### src/rtl/uc_dispatch_sched.sv
// Unit-clause scheduler: round-robin collection from engines plus queue-to-engine broadcast.
// Optional broadcast stall timeout is enabled with `define UC_SCHED_TIMEOUT_EN.
module uc_dispatch_sched #(
    parameter int NUM_ENGINE = 4,
    parameter int LIT_W      = 8
) (
    input  logic                        clk,
    input  logic                        rst,
    input  logic [NUM_ENGINE-1:0]       eng_valid,
    input  logic [NUM_ENGINE*LIT_W-1:0] eng_uc,
    output logic [NUM_ENGINE-1:0]       eng_grant,
    output logic                        out_valid,
    output logic [LIT_W-1:0]            out_uc,
    input  logic                        out_ready,
    input  logic                        bc_valid,
    input  logic [LIT_W-1:0]            bc_uc,
    output logic                        bc_pop,
    input  logic [NUM_ENGINE-1:0]       eng_full,
    output logic [NUM_ENGINE-1:0]       bc_push,
    output logic [LIT_W-1:0]            bc_data,
    input  logic                        halt,
`ifdef UC_SCHED_TIMEOUT_EN
    output logic                        bc_timeout,
`endif
    output logic                        busy
);

    localparam int PTR_W = $clog2(NUM_ENGINE);

    typedef enum logic [1:0] {B_IDLE, B_SEND, B_HALT} bc_state_t;

    bc_state_t             bc_state;
    logic [PTR_W-1:0]      rr_ptr;
    logic [NUM_ENGINE-1:0] pending;
    logic                  can_load;
    logic                  frozen;
    logic                  grant_any;
    logic [PTR_W-1:0]      grant_idx;
    logic [PTR_W-1:0]      grant_next;
    int unsigned           scan_idx;

`ifdef UC_SCHED_TIMEOUT_EN
    logic [15:0]           stall_cnt;
`endif

    // Strobes are suppressed in the cycle halt is seen, in B_HALT, and while reset is held.
    assign frozen   = halt | rst | (bc_state == B_HALT);
    assign can_load = ~out_valid | out_ready;
    assign busy     = (bc_state == B_SEND) | out_valid;

    always_comb begin
        grant_any = 1'b0;
        grant_idx = '0;
        scan_idx  = 0;
        eng_grant = '0;
        if (can_load && !frozen) begin
            for (int unsigned k = 0; k < NUM_ENGINE; k++) begin
                scan_idx = 32'(rr_ptr) + k;
                if (scan_idx >= NUM_ENGINE) scan_idx = scan_idx - NUM_ENGINE;
                if (!grant_any && eng_valid[scan_idx]) begin
                    grant_any = 1'b1;
                    grant_idx = PTR_W'(scan_idx);
                end
            end
        end
        if (grant_any) eng_grant[grant_idx] = 1'b1;
    end

    assign grant_next = (grant_idx == PTR_W'(NUM_ENGINE - 1)) ? '0 : grant_idx + PTR_W'(1);

    assign bc_pop  = (bc_state == B_IDLE) & bc_valid & ~frozen;
    assign bc_push = ((bc_state == B_SEND) && !frozen) ? (pending & ~eng_full) : '0;

    always_ff @(posedge clk or posedge rst) begin
        if (rst) begin
            out_valid <= 1'b0;
            out_uc    <= '0;
            rr_ptr    <= '0;
        end else if (halt) begin
            out_valid <= 1'b0;
        end else if (grant_any) begin
            out_valid <= 1'b1;
            out_uc    <= eng_uc[grant_idx*LIT_W +: LIT_W];
            rr_ptr    <= grant_next;
        end else if (out_ready) begin
            out_valid <= 1'b0;
        end
    end

    always_ff @(posedge clk or posedge rst) begin
        if (rst) begin
            bc_state   <= B_IDLE;
            pending    <= '0;
            bc_data    <= '0;
`ifdef UC_SCHED_TIMEOUT_EN
            stall_cnt  <= '0;
            bc_timeout <= 1'b0;
`endif
        end else if (halt) begin
            bc_state <= B_HALT;
            pending  <= '0;
`ifdef UC_SCHED_TIMEOUT_EN
            stall_cnt <= '0;
`endif
        end else begin
            case (bc_state)
                B_IDLE: begin
`ifdef UC_SCHED_TIMEOUT_EN
                    stall_cnt <= '0;
`endif
                    if (bc_pop) begin
                        bc_data  <= bc_uc;
                        pending  <= '1;
                        bc_state <= B_SEND;
                    end
                end
                B_SEND: begin
                    pending <= pending & ~bc_push;
                    if ((pending & ~bc_push) == '0) bc_state <= B_IDLE;
`ifdef UC_SCHED_TIMEOUT_EN
                    if (bc_push != '0) begin
                        stall_cnt <= '0;
                    end else if (pending != '0) begin
                        if (stall_cnt == '1) begin
                            pending    <= '0;
                            bc_state   <= B_IDLE;
                            bc_timeout <= 1'b1;
                            stall_cnt  <= '0;
                        end else begin
                            stall_cnt <= stall_cnt + 16'd1;
                        end
                    end
`endif
                end
                B_HALT: bc_state <= B_HALT;
                default: bc_state <= B_IDLE;
            endcase
        end
    end

endmodule

### config.mk
export PLATFORM = sky130hd
export DESIGN_NAME = uc_dispatch_sched
export DESIGN_NICKNAME = d
export VERILOG_FILES = /design/src/rtl/uc_dispatch_sched.sv
export SDC_FILE = /design/constraint.sdc
export NUM_CORES = 1
export LEC_CHECK = 0
export BUFFER_PORTS_ARGS = -buffer_cell sky130_fd_sc_hd__clkbuf_2
export CAP_MARGIN = 20
export CORE_MARGIN = 5
export CORE_UTILIZATION = 45
export CTS_BUF_LIST = sky130_fd_sc_hd__clkbuf_4 sky130_fd_sc_hd__clkbuf_8
export DETAILED_ROUTE_END_ITERATION = 16
export PLACE_DENSITY = 0.78
export SKIP_CTS_REPAIR_TIMING = 1
export SLEW_MARGIN = 20
export SYNTH_ARGS = -nofsm -noshare
export SYNTH_HDL_FRONTEND = slang
export SYNTH_SLANG_ARGS = --single-unit
### constraint.sdc
create_clock -name clk -period 2.45 [get_ports clk]
set_input_delay 0.1225 -clock clk [delete_from_list [all_inputs] [get_ports clk]]
set_output_delay 0.1225 -clock clk [all_outputs]
set_load 0.02 [all_outputs]
# After elaboration in Yosys (flattened, before gate mapping)
# Cells that the tools add are included.
# W data, S select, Z words.
# op_classes
n_addsub,8
order_cmp,10
eq_ne,5
shifts,1
muxes,44
n_bitwise,13
reduce_logical,18
# ops
cell,n
$mux W32,8
$lt A32 B3 Y1 const B,4
$shiftx A32 B6 Y8,1
$mux W2,9
$mux W1,16
$mux W4,4
$sub A3 B3 Y4 const B,3
$ge A3 B3 Y1 const B,3
$and A4 B4 Y4,2
$bmux W1 S2,4
$not A4 Y4,2
$pmux W4 S2,1
$add A2 B2 Y3 const B,2
$logic_and A1 B1 Y1,6
$pmux W2 S3,1
$reduce_and A2 Y1,3
$reduce_bool A3 Y1,2
$eq A2 B2 Y1 const B,2
$logic_not A1 Y1,4
$logic_not A4 Y1,1
$or A1 B1 Y1,4
$sub A2 B3 Y4 const B,1
$add A2 B1 Y3 const B,1
$ge A2 B3 Y1 const B,1
11 further kinds,14
# totals
regBits,25
input_bits,53
output_inout_bits,27
wordCells,105

# Depth between registers and ports, before layout
# Gate-level depths: netlist (run 1).
# depth
ltp_word,26
depth_mapped,11
ltp_nobuf,8

# Worst setup path after synthesis (run 1)
# No wires, ideal clock.
# synth_timing
kind,register to register
startpoint,register rr_ptr[1]
endpoint,register rr_ptr[1]
setup_time_ns,0.129
arrival_time_ns,1.784
t_required_ns,2.321
path_slack_ns,0.537
path_stages_with_launch,12
n_path_buf,3
synth_period_minus_slack_ns,1.913
path_cell_list,dfrtp_1 > nand2b_1 > a21o_1 > buf_6 > o211a_1 > buf_6 > buf_6 > nand2_1 > inv_1 > ha_1 > nand2_1 > o21ai_0
# synth_between
elab_chain_cells,21
elab_cells_between_ends,50
cone_classes,add/sub: 8; order compare: 4; eq/ne: 1; mux: 30; reduce/logical: 7
# synth_rtl
element,line,rtl
from (decl),33,logic [PTR_W-1:0] rr_ptr;
from (signal assigned),84,rr_ptr <= grant_next;
$sub A2 B3 Y4 / $ge A2 B3 Y1 (equally long branches),59,if (scan_idx >= NUM_ENGINE) scan_idx = scan_idx - NUM_ENGINE;
$mux W32,59,
$mux W32,56,if (can_load && !frozen) begin
$bmux W1 S2,60,if (!grant_any && eng_valid[scan_idx]) begin
$mux W1 (implied by the code),60,
$mux W1,60,
$mux W1,56,
$logic_not A1 Y1,60,
[6 not listed],n/a,
$mux W1,56,
$logic_not A1 Y1,60,
$logic_and A1 B1 Y1,60,
$mux W2 (*),60,
$mux W2 (*),56,
$add A2 B1 Y2 / $eq A2 B2 Y1 (equally long branches),69,assign grant_next = (grant_idx == PTR_W'(NUM_ENGINE - 1)) ? '0 : grant_idx + PTR_W'(1);
$mux W2 (*),69,
net grant_next[1],39,logic [PTR_W-1:0] grant_next;
# Mark *: on every way through the listed nets, which the timed path passes. The rest lies on a longest branch. The select of a mux whose other input is x is not followed.
# A chain may end at the register's enable or synchronous reset.

# Worst setup path after layout (run 1)
# layout_timing
startpoint,input port rst
endpoint,output port eng_grant[1]
# layout_between
elab_chain_cells,10
elab_cells_between_ends,12
cone_classes,order compare: 2; mux: 5; bitwise: 2; reduce/logical: 3
# layout_rtl
element,line,rtl
from (decl),8,"input logic rst,"
$or A1 B1 Y1 (*) (2 in a row),47,assign frozen = halt | rst | (bc_state == B_HALT);
$logic_not A1 Y1 (*),56,
$logic_and A1 B1 Y1 (*),56,
$mux W2,56,
$lt A2 B3 Y1 (implied by the code) / $ge A2 B1 Y1 (equally long branches),66,if (grant_any) eng_grant[grant_idx] = 1'b1;
$logic_and A1 B1 Y1 (implied by the code),66,
$mux W1 (implied by the code),66,
$demux W1 S2,66,
$mux W4 (*),66,
to (decl),11,"output logic [NUM_ENGINE-1:0] eng_grant,"
# Every way passes the cells marked *; elsewhere a longest branch is shown, timed or not.

==> flow_summary.yaml, run 1 <==
synth:
  synth_xor_area_share_pct: 0
  ys_seq_area_share_pct: 37.94
  synth_common_cells: "25 x dfrtp_1, 22 x inv_1, 20 x nand2_1"
  async_flop_share_pct: 100.0
  yosys.area_share.simple_pct: 15.48
  netlist-cell-type-count: 37
  synthCells: 179
  yosys_warnings: 0
  syn-cell-area_um2: 1649
  syn-num-nets: 236
  synth.avg_cell_area_um2: 9.213
  yosys.cell_count.top_type: "dfrtp_1"
  synth_area_leaders: "dfrtp_1 38%, mux2_2 10%, a31oi_1 6.1%, inv_1 5.0%, nand2_1 4.6%"
  synthMuxAreaShare_pct: 11.76
  synth_compound_area_share_pct: 22.84
  synth_top_area_share_pct: 37.94
  synth_edf_count: 0
  synth_top_area_cell: "dfrtp_1"
  synth_fa_ha_area_share_pct: 3.035
  synth_top_family_by_area: "compound AO/OA/AOI/OAI gates"
  synth_ff_type: "dfrtp_1"
  synth_seq_cells: 25
sta:
  slew_headroom_pct: 35.93
  max_clock_freq_ghz: 0.4480
  timing.final.ws_setup_ns: 0.2181
  period_needed_ns: 2.232
  slew_viol_final: 0
  rsz0062_at_grt: "no"
  tightest_slew_ns: 0.9506
  hold_violations: 0
  finalCritPeriodShare_pct: 91.10
  skew_ns: 0.005253
  tns_ns: 0
  setup_violations: 0
pwr:
  cellLeakagePower_uw: 0.001163
  p_per_area_nw_per_um2: 392.1
  ir_worst_vdd_mv: 0.4301
  p_total_uw: 835.9
critical_path:
  cp-start-kind: "input pin"
  r2r_slack_ns: 0.51
  critPathKind: "input pin to output port"
  r2r_start: "rr_ptr[1]$_DFFE_PP0P_"
  crit_arrival_ns: 2.11
  cp_max_fo: 17
  reg2reg_depth: 6
  critPathCaptureType: "output port"
  cp_data_required_time_ns: 2.33
  r2r-end: "out_uc[5]$_DFFE_PP0P_"
flow_run:
  cap_violations: 0
final_layout:
  drive_gt1_share_pct: 41.63
  nFillCells: 360
  nets: 315
  num_antenna_cells: 0
  syn_to_final_growth_pct: 29.29
route:
  firstDrtPassIters: 4
  wl_per_cell_um: 13.87
  drcViolationCount: 0
  via_count: 1606
  totalWireLength_um: 4229
  vias_per_cell: 5.266
  ant_nets: 0
  drtIter0Drc: 101
clocking:
  htree_levels: 1
  cts_root_buffer: "clkbuf_8"
  cts_tree: "yes"
  clockBufferDepth: 2
  cts-buffers-inserted: 3
  clk-insertion-delay-late_ns: 0.27
  clkTransAtPathRegs_ns: 0.09
  cts_sinks: 25
die:
  initial_utilization_pct: 45.73
  fp.dieH_um: 70.54
  design.core.area_um2: 3606
  fp.dieArea_um2: 4975
  fp.dieW_um: 70.54
  fp-row-count: 22
  ioPinCount: 80
hold_path:
  hp-start: "bc_uc[6]"
  hp-class: "input pin to register"
  holdPathEnd: "bc_data[6]$_DFFE_PP0P_"
  min_path_cells: 2
place:
  dp_slack_ns: 0.3759
  routabilityCongestion: 0.7837
  hpwl_um: 3281
  numPortBuffers: 79
run_status:
  status: "complete, no violations"
global_routing:
  grt_max_degree: 27
  first_global_vias: 1628
  gr-total-overflow: 0
  grt_pass1_wl_um: 6996
  track_usage_pct: 16.87
  antenna_found_initial: 0
placed cells by master (no fill, tap or decap), drive strengths merged, types with 5 or more instances in the layout:
| master | instances |
|---|---|
| clkbuf | 82 |
| dfrtp | 25 |
| inv | 23 |
| nand2 | 20 |
| a31oi | 16 |
| mux2 | 16 |
| o21ai | 11 |
| o221ai | 8 |
| nand2b | 6 |
| a21oi | 5 |
per-layer routing:
| layer | global-route usage, % | part of all wire [%] | vias to the layer above |
|---|---|---|---|
| met4 | 4.175 | 1.3 | 0 |
| met2 | 28.07 | 48 | 69 |
| met3 | 5.398 | 8.8 | 8 |
| met5 | 0 | 0 | - |
| met1 | 21.37 | 42 | 732 |
| li1 | - | - | 797 |
sequential cells by signal (all words and copies together) (netlist names):
signal	cells
bc_data	8
out_uc	8
pending	4
bc_state	2
rr_ptr	2
out_valid	1
power by group:
part | switching (uW) | internal, uW | leakage, uW
Combinational | 79.5 | 77.1 | 0.000804
Clock | 132 | 115 | 0.0000217
Sequential | 8.85 | 423 | 0.000337
per-stage QoR:
stage	instance area [um^2]	util, %	hold slack [ns]	instances
after floorplan	1649	-	0.1640	179
after global placement	2066	57.29	0.2521	300
after detailed placement	2066	57.29	0.2406	300
after CTS	2115	58.64	-0.05707	304
after global routing	2132	59.13	0.07061	305
final	2132	59.13	0.07555	305
kinds of logic (layout without fill, tap and decap cells):
| kind of cell | Yosys count | after routing |
|---|---|---|
| mux | 17 | 17 |
| compound gates | 53 | 53 |
| buf+inv | 32 | 110 |
| simple gates | 48 | 48 |
| fa+ha+maj | 4 | 4 |
| flops | 25 | 25 |
cell type report:
class	instances	area (um^2)	area share [%]
clock buffers	3	41.29	1.937
clock inverters	1	7.507	0.3521
inverters	23	86.33	4.049
multi-input cells	122	883.3	41.43
flip-flops and latches	25	625.6	29.34
well taps	48	60.06	2.817
repair buffers	83	427.9	20.07
critical path: stages:
cell,delay (ns)
dlygate4sd3_1,0.54
clkbuf_2,0.13
nor2_1,0.12
and3_1,0.27
buf_4,0.25
nand2_1,0.15
inv_1,0.11
ha_1,0.13
and2_1,0.11
clkbuf_2,0.16
worst max-delay path by stage:
stage                     slack (ns)  cells after the start                     to                  start
final                           0.22                     10           eng_grant[1]                    rst
after global routing            0.04                     10           eng_grant[1]                    rst
after CTS                       0.12                      8           eng_grant[1]  rr_ptr[1]$_DFFE_PP0P_
after detailed placement        0.38                      6  out_uc[5]$_DFFE_PP0P_  rr_ptr[1]$_DFFE_PP0P_
after global placement          0.51                      6  out_uc[5]$_DFFE_PP0P_  rr_ptr[1]$_DFFE_PP0P_
after floorplan                 0.54                     11  rr_ptr[1]$_DFFE_PP0P_  rr_ptr[1]$_DFFE_PP0P_
(Power assumes the default switching activity.)
==> run 2: changes to the inputs <==
Settings changed: SETUP_SLACK_MARGIN set to 0.3.
==> run 2 against run 1 <==
Net effect: routed wire length is 2.6% higher; non-clock buffer count up 3; sequential share of layout area down 0.70 points; total power increased by 1.4%; final cell count is 0.98% higher; clock power about the same; combinational power up 4%; core utilization is 1.8 points higher; via count up 2.4%; highest routed layer unchanged.
==> flow_summary.yaml, run 2 (synthesized netlist as in run 1, its figures left out) <==
run_status:
  status: "complete, no violations"
global_routing:
  grt_max_degree: 27
  antenna_found_initial: 0
  gr-total-overflow: 0
  grt_pass1_wl_um: 6996
  track_usage_pct: 16.87
  first_global_vias: 1628
sta:
  slew_viol_final: 0
  tns_ns: 0
  max_clock_freq_ghz: 0.4887
  finalCritPeriodShare_pct: 83.53
  setup_violations: 0
  period_needed_ns: 2.046
  tightest_slew_ns: 0.9226
  slew_headroom_pct: 37.82
  skew_ns: 0.005023
  hold_violations: 0
  rsz0062_at_grt: "no"
critical_path:
  cp_num_buf_inv: 3
  path_delay_family: "simple AND/OR/NAND/NOR gates"
  critPathKind: "register to output port"
  critPathCaptureType: "output port"
  cp_data_required_time_ns: 2.33
  cp-start-kind: "register"
  critPathMaxStageDelay_ns: 0.43
  crit_arrival_ns: 1.92
  cp_cell_sequence: "nand2b_1, and3_2, buf_6, nand2_4, inv_1, ha_1, and2_1, clkbuf_2"
  cp_max_fo: 17
  slowest_stage: "dfrtp_2"
die:
  ioPinCount: 80
  fp-row-count: 22
  fp.dieH_um: 70.54
  design.core.area_um2: 3606
  fp.dieArea_um2: 4975
  initial_utilization_pct: 45.73
  fp.dieW_um: 70.54
clocking:
  clkTransAtPathRegs_ns: 0.09
  cts-buffers-inserted: 3
  cts_tree: "yes"
  clockBufferDepth: 2
  cts_root_buffer: "clkbuf_8"
  cts_sinks: 25
  clk-insertion-delay-late_ns: 0.27
  htree_levels: 1
pwr:
  p_total_uw: 847.2
  cellLeakagePower_uw: 0.001184
  ir_worst_vdd_mv: 0.4357
  p_per_area_nw_per_um2: 385.6
final_layout:
  final_common_cell: "clkbuf_2"
  num_antenna_cells: 0
  final_cell_mix: "79 x clkbuf_2, 22 x inv_1, 22 x dfrtp_1"
  nets: 318
  syn_to_final_growth_pct: 33.23
  drive_gt1_share_pct: 45.38
  final_cells: 308
  reg.largest.list: "bc_data x8, out_uc x8, pending x4"
route:
  drtIter0Drc: 115
  via_count: 1644
  vias_per_cell: 5.338
  ant_nets: 0
  totalWireLength_um: 4340
  drcViolationCount: 0
  firstDrtPassIters: 4
  wl_per_cell_um: 14.09
flow_run:
  cap_violations: 0
hold_path:
  hp-class: "input pin to register"
place:
  numPortBuffers: 79
  place_inst: 300
  hpwl_um: 3281
  routabilityCongestion: 0.7837
[run 2: final timing paths]
| path | from | slack [ns] | to | cells past startpoint |
|---|---|---|---|---|
| min in group asynchronous | rst | 0.50 | out_uc[5]$_DFFE_PP0P_ | 4 |
| max in group asynchronous | rst | 1.68 | bc_state[0]$_DFFE_PP0P_ | 4 |
| min reg2reg | bc_state[1]$_DFFE_PP0P_ | 0.49 | bc_state[0]$_DFFE_PP0P_ | 1 |
| min | bc_uc[6] | 0.07 | bc_data[6]$_DFFE_PP0P_ | 2 |
| max | bc_state[0]$_DFFE_PP0P_ | 0.40 | eng_grant[1] | 8 |
| max reg2reg | rr_ptr[1]$_DFFE_PP0P_ | 0.49 | out_uc[5]$_DFFE_PP0P_ | 6 |
[run 2: layout make-up]
| class | count | area, um^2 |
|---|---|---|
| Multi-Input combinational cell | 122 | 913.4 |
| Inverter | 23 | 91.34 |
| Clock inverter | 1 | 7.507 |
| Fill cell | 356 | 1409 |
| Sequential cell | 25 | 629.4 |
| Clock buffer | 3 | 41.29 |
| Tap cell | 48 | 60.06 |
| Timing Repair Buffer | 86 | 454.2 |
[run 2: routing by layer]
layer  part of all wire (%)  global-route usage, %
met5                      0                      0
met1                     43                  21.37
met2                     48                  28.07
met4                    1.2                  4.175
met3                    7.7                  5.398
[run 2: report_power, final]
part	switching (uW)	internal, uW	total (uW)
Combinational	83.8	80.5	164
Clock	135	115	250
Sequential	9.02	424	433
[run 2: through the flow]
step	worst slack (ns)	utilization (%)	hold slack (ns)	area [um^2]
after global placement	0.5096	57.29	0.2521	2066
final	0.4036	60.93	0.07488	2197
after CTS	0.1245	58.64	-0.05707	2115
after detailed placement	0.3759	57.29	0.2406	2066
after floorplan	0.5365	-	0.1640	1649
after global routing	0.2923	60.93	0.07061	2197
